--- src/rtl/sseg_capture.sv ---
// sseg_capture: receive side of the multiplexed seven-segment link.
// Rebuilds the four displayed hex digits and decimal points from the sampled lines.
//
// state  | meaning
// IDLE   | no anode selected
// SETTLE | anode selected, waiting for the sample word to stay put
// HOLD   | current dwell already evaluated, waiting for the next change
module sseg_capture #(
  parameter int STABLE_CYCLES  = 16,
  parameter int TIMEOUT_CYCLES = 200000
) (
  input  logic        CLK,
  input  logic        RST,
  input  logic [7:0]  SEGMENTS,
  input  logic [3:0]  ANODES,
  output logic [15:0] DIGITS,
  output logic [3:0]  DP,
  output logic        VALID,
  output logic        FRAME_DONE,
  output logic        ERR
);

  localparam int SW = $clog2(STABLE_CYCLES + 1);
  localparam int TW = $clog2(TIMEOUT_CYCLES + 1);
  localparam logic [SW-1:0] STABLE_MAX   = SW'(STABLE_CYCLES);
  localparam logic [SW-1:0] STABLE_ARM   = SW'(STABLE_CYCLES - 2);
  localparam logic [TW-1:0] TIMEOUT_MAX  = TW'(TIMEOUT_CYCLES);
  localparam logic [TW-1:0] TIMEOUT_LAST = TW'(TIMEOUT_CYCLES - 1);

  typedef enum logic [1:0] {IDLE, SETTLE, HOLD} state_t;

  state_t        state, state_nxt;
  logic [7:0]    seg_meta, seg_sync;
  logic [3:0]    an_meta, an_sync;
  logic [11:0]   sample, sample_prev;
  logic [SW-1:0] stab_cnt;
  logic [TW-1:0] tmo_cnt;
  logic [15:0]   shadow;
  logic [3:0]    shadow_dp;
  logic [3:0]    seen, seen_nxt;
  logic          same, all_off, stable_hit;
  logic          eval, one_low, dec_hit, acc, bad, commit, tmo_hit;
  logic [1:0]    dig_idx;
  logic [3:0]    dec_val;

  function automatic logic [4:0] decode7(input logic [6:0] lit);
    case (lit)
      7'h3F: return {1'b1, 4'h0};
      7'h06: return {1'b1, 4'h1};
      7'h5B: return {1'b1, 4'h2};
      7'h4F: return {1'b1, 4'h3};
      7'h66: return {1'b1, 4'h4};
      7'h6D: return {1'b1, 4'h5};
      7'h7D: return {1'b1, 4'h6};
      7'h07: return {1'b1, 4'h7};
      7'h7F: return {1'b1, 4'h8};
      7'h6F: return {1'b1, 4'h9};
      7'h77: return {1'b1, 4'hA};
      7'h7C: return {1'b1, 4'hB};
      7'h39: return {1'b1, 4'hC};
      7'h5E: return {1'b1, 4'hD};
      7'h79: return {1'b1, 4'hE};
      7'h71: return {1'b1, 4'hF};
      default: return 5'b0;
    endcase
  endfunction

  assign sample  = {an_sync, seg_sync};
  assign same    = (sample == sample_prev);
  assign all_off = &an_sync;
  // the matching sample of this cycle completes a run of STABLE_CYCLES identical words
  assign stable_hit = same && (stab_cnt >= STABLE_ARM);
  assign {dec_hit, dec_val} = decode7(~seg_sync[6:0]);

  always_comb begin
    dig_idx = 2'd0;
    one_low = 1'b1;
    case (an_sync)
      4'b1110: dig_idx = 2'd0;
      4'b1101: dig_idx = 2'd1;
      4'b1011: dig_idx = 2'd2;
      4'b0111: dig_idx = 2'd3;
      default: one_low = 1'b0;
    endcase
  end

  always_ff @(posedge CLK) begin
    if (RST) state <= IDLE;
    else     state <= state_nxt;
  end

  always_comb begin
    state_nxt = state;
    case (state)
      IDLE:    if (!all_off) state_nxt = SETTLE;
      SETTLE:  if (all_off) state_nxt = IDLE;
               else if (stable_hit) state_nxt = HOLD;
      HOLD:    if (!same) state_nxt = all_off ? IDLE : SETTLE;
      default: state_nxt = IDLE;
    endcase
  end

  always_comb begin
    eval    = (state == SETTLE) && !all_off && stable_hit;
    acc     = eval && one_low && dec_hit;
    bad     = eval && !(one_low && dec_hit);
    commit  = (seen == 4'hF);
    tmo_hit = !acc && (tmo_cnt == TIMEOUT_LAST);
    seen_nxt = seen;
    if (commit || tmo_hit) seen_nxt = 4'h0;
    if (acc) seen_nxt[dig_idx] = 1'b1;
  end

  always_ff @(posedge CLK) begin
    if (RST) begin
      seg_meta    <= '0;
      seg_sync    <= '0;
      an_meta     <= '0;
      an_sync     <= '0;
      sample_prev <= '0;
      stab_cnt    <= '0;
      tmo_cnt     <= '0;
      shadow      <= '0;
      shadow_dp   <= '0;
      seen        <= '0;
      DIGITS      <= '0;
      DP          <= '0;
      VALID       <= 1'b0;
      FRAME_DONE  <= 1'b0;
      ERR         <= 1'b0;
    end else begin
      seg_meta    <= SEGMENTS;
      seg_sync    <= seg_meta;
      an_meta     <= ANODES;
      an_sync     <= an_meta;
      sample_prev <= sample;
      if (!same)                   stab_cnt <= '0;
      else if (stab_cnt != STABLE_MAX) stab_cnt <= stab_cnt + SW'(1);
      if (acc)                     tmo_cnt <= '0;
      else if (tmo_cnt != TIMEOUT_MAX) tmo_cnt <= tmo_cnt + TW'(1);
      seen       <= seen_nxt;
      FRAME_DONE <= commit;
      if (bad) ERR <= 1'b1;
      // commit copies the shadow as it stood before any write on this edge
      if (commit) begin
        DIGITS <= shadow;
        DP     <= shadow_dp;
        VALID  <= 1'b1;
      end
      if (tmo_hit) VALID <= 1'b0;
      if (acc) begin
        shadow[{dig_idx, 2'b00} +: 4] <= dec_val;
        shadow_dp[dig_idx]            <= ~seg_sync[7];
      end
    end
  end

endmodule

--- config.mk ---
export PLATFORM = sky130hd
export DESIGN_NAME = sseg_capture
export DESIGN_NICKNAME = d
export VERILOG_FILES = /design/src/rtl/sseg_capture.sv
export SDC_FILE = /design/constraint.sdc
export NUM_CORES = 1
export LEC_CHECK = 0
export CORE_ASPECT_RATIO = 1.4
export CORE_UTILIZATION = 45
export DETAILED_ROUTE_END_ITERATION = 7
export GPL_ROUTABILITY_DRIVEN = 0
export PLACE_DENSITY = 0.73
export SLEW_MARGIN = 20
export SYNTH_ARGS = -nofsm -noshare
export SYNTH_HDL_FRONTEND = slang
export SYNTH_SLANG_ARGS = --single-unit
--- constraint.sdc ---
create_clock -name CLK -period 3.72 [get_ports CLK]
set_clock_uncertainty 0.05 [all_clocks]
set_input_delay 0.744 -clock CLK [delete_from_list [all_inputs] [get_ports CLK]]
set_output_delay 0.744 -clock CLK [all_outputs]
set_load 0.005 [all_outputs]
## Word-level counts from Yosys, hierarchy flattened

Cells that the tools add are included.

- Reduce and logical (&&, ||, !) cells: 20
- Eq/ne operators: 30
- Add/subtract/negate cells: 3
- Bitwise gates (word level): 4
- $lt $le $gt $ge: 3
- Shift-type cells: 2
- Muxes and demuxes: 15

Operators with widths:

| cell | number |
|---|---|
| $eq A7 B7 Y1 const B | 12 |
| $pmux W5 S16 | 1 |
| $add A18 B1 Y18 const B | 1 |
| $eq A18 B18 Y1 const B | 1 |
| $ne A18 B18 Y1 const B | 1 |
| $bwmux W16 | 1 |
| $eq A4 B4 Y1 const B | 4 |
| $shift A4 B6 Y16 const A | 1 |
| $shiftx A4 B6 Y16 | 1 |
| $eq A7 B3 Y1 const B | 2 |
| $eq A7 B6 Y1 const B | 2 |
| $eq A12 B12 Y1 | 1 |
| $pmux W2 S3 | 2 |
| $logic_and A1 B1 Y1 | 9 |
| $mux W2 | 4 |
| $mux W4 | 2 |
| $not A7 Y7 | 1 |
| $neg A4 Y6 | 1 |
| $reduce_or A2 Y1 | 3 |
| $add A5 B1 Y5 const B | 1 |
| $ge A5 B4 Y1 const B | 1 |
| $ne A5 B5 Y1 const B | 1 |
| $bwmux W4 | 1 |
| $eq A4 B3 Y1 const B | 1 |
| 16 further kinds | 22 |

- Register bits: 108
- Input port bits: 14
- Logic and storage cells: 93

## Depth between registers and ports, before layout

- Depth after elaboration: 12
- Mapped depth: 10

## Worst setup path before layout

OpenSTA, ideal clock, no wires.

- Path type: register to register
- From: register an_sync[3]
- To: register shadow[5]
- Setup slack: 1.536 ns
- Arrival: 2.062 ns
- Required time: 3.598 ns
- Stages on the path, launching flop included: 9
- Setup time: 0.072 ns
- Period minus slack after synthesis: 2.184 ns
- Cells stage by stage: dfxtp_1 > clkbuf_1 > xnor2_1 > or2_2 > ha_1 > or3b_2 > nor2_1 > nand2_1 > mux2i_1

- Cells in the longest elaborated chain, start to end: 6
- Elaborated cells on any way between the ends: 19

Ends and longest elaborated chain:

| element | line | RTL |
|---|---|---|
| from (decl) | 34 | `logic [3:0] an_meta, an_sync;` |
| from (signal assigned) | 135 | `an_sync <= an_meta;` |
| parallel branches: the longest is 6 deep, another holds $neg A4 Y6 | -- |  |
| to (signal, indexed assignment) | 152 | `shadow[{dig_idx, 2'b00} +: 4] <= dec_val;` |
| to (decl) | 38 | `logic [15:0] shadow;` |

Several ways; the timed one is not identified.
A chain may end at the register's enable or synchronous reset.

## Worst setup path in the final report

- From: register seg_sync[1]
- To: register tmo_cnt[17]

- Cells in the longest elaborated chain, start to end: 6
- Elaborated cells on any way between the ends: 24

Ends and longest elaborated chain:

| element | line | RTL |
|---|---|---|
| from (decl) | 33 | `logic [7:0] seg_meta, seg_sync;` |
| from (signal assigned) | 133 | `seg_sync <= seg_meta;` |
| parallel branches: the longest is 4 deep, another holds $pmux W5 S16 | -- |  |
| $logic_and A1 B1 Y1 * | 105 | `acc = eval && one_low && dec_hit;` |
| $reduce_or A2 Y1 (no line) * | -- |  |
| to (signal assigned) | 140 | `else if (tmo_cnt != TIMEOUT_MAX) tmo_cnt <= tmo_cnt + TW'(1);` |
| to (decl) | 37 | `logic [TW-1:0] tmo_cnt;` |

Mark *: on every way between the ends.

==> results.tsv <==
stage	metric	value	unit
run_status	status	finished clean	
worst_setup_path	worstPathArrival	2.79	ns
power	p_leak	1.91	nW
finish	synthToLayoutAreaGrowth	15.1	%
timing	fin_crit_sh	0.709	
synthesis	synthFlopType	dfxtp_1	
global_routing	grt_overflow	0	
synthesis	synth_area_leaders	dfxtp_1 48%, nand2_1 5.7%, nor2b_1 5.0%, mux2i_1 4.4%, xnor2_1 4.1%	
detailed_routing	vias	3274	
floorplanning	die_width	86.6	um
worst_setup_path	crit_end	tmo_cnt[17]	
floorplanning	start_util	0.469	
timing	final_max_slew_viol_count	0	
floorplanning	die_area	10400	sq um
finish	final_cells	655	
global_routing	grt_usage	0.167	
synthesis	synth_nets	524	
global_routing	antenna_found_initial	0	
detailed_routing	drt_iter0_markers	148	
timing	grt_setup_unrepaired	false	
clocking	post_cts_resized	0	
synthesis	synth_seq_cells	108	
clocking	cts.sinks	108	
finish	nNetsFinal	546	
timing	setup_viol	0	
synthesis	synth_common_cells	108 x dfxtp_1, 68 x nand2_1, 40 x nor2_1, 36 x nor2b_1, 32 x a21oi_1	
floorplanning	die_y	120	um
detailed_routing	drc	0	
worst_setup_path	ff2ff_path_depth	6	
worst_setup_path	cp-end-kind	flip-flop	
synthesis	synth-simple-area-share	0.252	
worst_setup_path	cp.required	3.87	ns
synthesis	yosys_warnings	0	
clocking	cts-root-buf	clkbuf_16	
worst_setup_path	r2r_end	tmo_cnt[17]	
clocking	clk_path_buf_depth	2	
clocking	clock_latency	0.34	ns
synthesis	synth-async-reset-ratio	0	
place	io_buffers	36	
timing	worst_pin_slew	1.08	ns
power	peakVddDrop	0.000240	V
floorplanning	ios	37	
synthesis	synth.top_cell.area_share	0.480	
timing	finalSetupTns	0	ns
clocking	cts.htree.levels	3	
clocking	hold_buffers	0	
timing	fin_crit	2.64	ns
hold_path	hold_class	reg2reg	
place	hpwl	5450	um
clocking	cts_tree	built	
synthesis	synth-edff-count	0	
finish	drive_gt1_frac	0.0497	
floorplanning	num_rows	42	
detailed_routing	ant_nets	0	
worst_setup_path	critPathKind	reg2reg	
synthesis	synthMuxAreaShare	0.0444	
synthesis	synth_cell_types	47	
worst_setup_path	r2r_slack	1.08	ns
worst_setup_path	cp-startpoint	seg_sync[1]	
synthesis	synth_compound_area_frac	0.0844	
global_routing	grt_max_degree	56	
global_routing	grt_pass1_wl	13700	um
finish	diodes	0	
synthesis	synth_fa_ha_area_frac	0.0333	
clocking	clkTransAtPathRegs	0.06	ns
worst_setup_path	setup.worst_path.start_class	flip-flop	
synthesis	synth.avg_cell_area	9.05	sq um
synthesis	yosysTopAreaCell	dfxtp_1	
timing	max_freq	379	MHz
synthesis	syn_inst	498	
timing	hold_viol	0	
floorplanning	coreArea	9620	sq um
synthesis	synth_top_family_by_area	simple AND/OR/NAND/NOR gates	
power	p_per_area	419	nW/um^2
detailed_routing	dr.pass1.iters	4	
clocking	cts_setup_buffers	0	
timing	slew_headroom	0.269	
synthesis	yosysMostFrequentCell	dfxtp_1	
run	timing.max_cap.violations	0	
detailed_routing	routed_wl	7840	um
clocking	numCtsBuffers	9	
synthesis	synth_seq_area_share	0.480	
detailed_routing	vias_per_cell	5.00	
place	dp_cells	641	
detailed_routing	post_drt_wl_per_cell	12.0	um
global_routing	grt_pass1_vias	3090	
worst_setup_path	r2r_start	seg_sync[1]	
synthesis	netlist_area	4510	sq um
worst_setup_path	cp_max_fo	18	
synthesis	synth-xor-area-share	0.0680	
-- routing by layer --
metal  share of wire  track usage
met3           0.038       0.0451
met1            0.43        0.190
met4           0.015       0.0656
met5               0            0
met2            0.51        0.293
-- worst max-delay path, stage by stage (launching register included) --
cell and delay, ns:
dfxtp_1 0.57, nor4bb_2 0.44, a21oi_1 0.15, o22ai_2 0.26, o211a_1 0.37, or2_1 0.53, nor2_1 0.13
-- sequential cells by signal, summed over array words and instances, names as in the netlist, 5 cells and up --
signal / count
DIGITS: 16
tmo_cnt: 18
sample_prev: 12
shadow: 16
stab_cnt: 5
seg_sync: 8
seg_meta: 8
-- where the power goes --
part / total [mW] / switching (mW) / internal, mW
sequential: 1.20 / 0.0219 / 1.18
clock: 0.881 / 0.382 / 0.499
combinational: 0.0968 / 0.0490 / 0.0478
-- kinds of logic after synthesis --
kind of cell | Yosys count
xor+xnor | 35
fa+ha+maj | 12
buf+inv | 37
compound gates | 61
mux | 20
simple gates | 225
flops | 108
-- layout make-up --
| type | count | area, sq um |
|---|---|---|
| clock buffer | 12 | 267 |
| clock inverter | 2 | 10.0 |
| timing repair buffer | 38 | 370 |
| fill | 899 | 4430 |
| sequential | 108 | 2160 |
| tap | 132 | 165 |
| multi-input combinational | 353 | 2170 |
| inverter | 10 | 37.5 |
-- cells in the final DEF, fill, tap and decap left out, types with 2 or more instances in the layout --
cell type / count
o2bb2ai_1: 2
nor3_1: 7
nand3_1: 18
nand4_1: 9
o211ai_1: 4
inv_1: 10
nand2_2: 4
a311oi_1: 4
nor4_1: 5
xor2_1: 14
nor2_1: 40
a21oi_1: 32
or3_1: 2
clkbuf_16: 9
and3_1: 4
clkbuf_8: 3
nand2_1: 68
xnor2_1: 21
o211a_1: 2
buf_4: 2
a31oi_1: 2
nand2b_1: 19
dfxtp_1: 108
clkinv_2: 2
and4_1: 2
o21ai_0: 7
ha_1: 12
clkdlybuf4s50_1: 35
nor3b_1: 2
nor2b_1: 36
or3b_2: 2
mux2i_1: 20
-- worst min-delay path by stage --
stage / slack (ns) / endpoint / cells after the start / startpoint
floorplan: 0.36 / an_sync[0] / 1 / an_meta[0]
global placement: 0.37 / seg_sync[2] / 1 / seg_meta[2]
detailed placement: 0.37 / seg_sync[5] / 1 / seg_meta[5]
CTS: 0.39 / an_sync[1] / 1 / an_meta[1]
global route: 0.40 / an_sync[0] / 1 / an_meta[0]
finish: 0.38 / an_sync[0] / 1 / an_meta[0]
-- through the flow --
step	setup slack (ns)	hold slack, ns	utilization	power [mW]	area, sq um
3_5_place_dp	1.08	0.375	0.511	1.32	4910
4_1_cts	1.06	0.388	0.539	2.20	5190
6_report	1.08	0.384	0.539	2.18	5190
2_1_floorplan	1.54	0.364	-	1.29	4510
3_3_place_gp	1.24	0.368	0.511	1.32	4910
5_1_grt	0.777	0.404	0.539	2.27	5190
No activity file was read; power rests on OpenSTA's default activity.
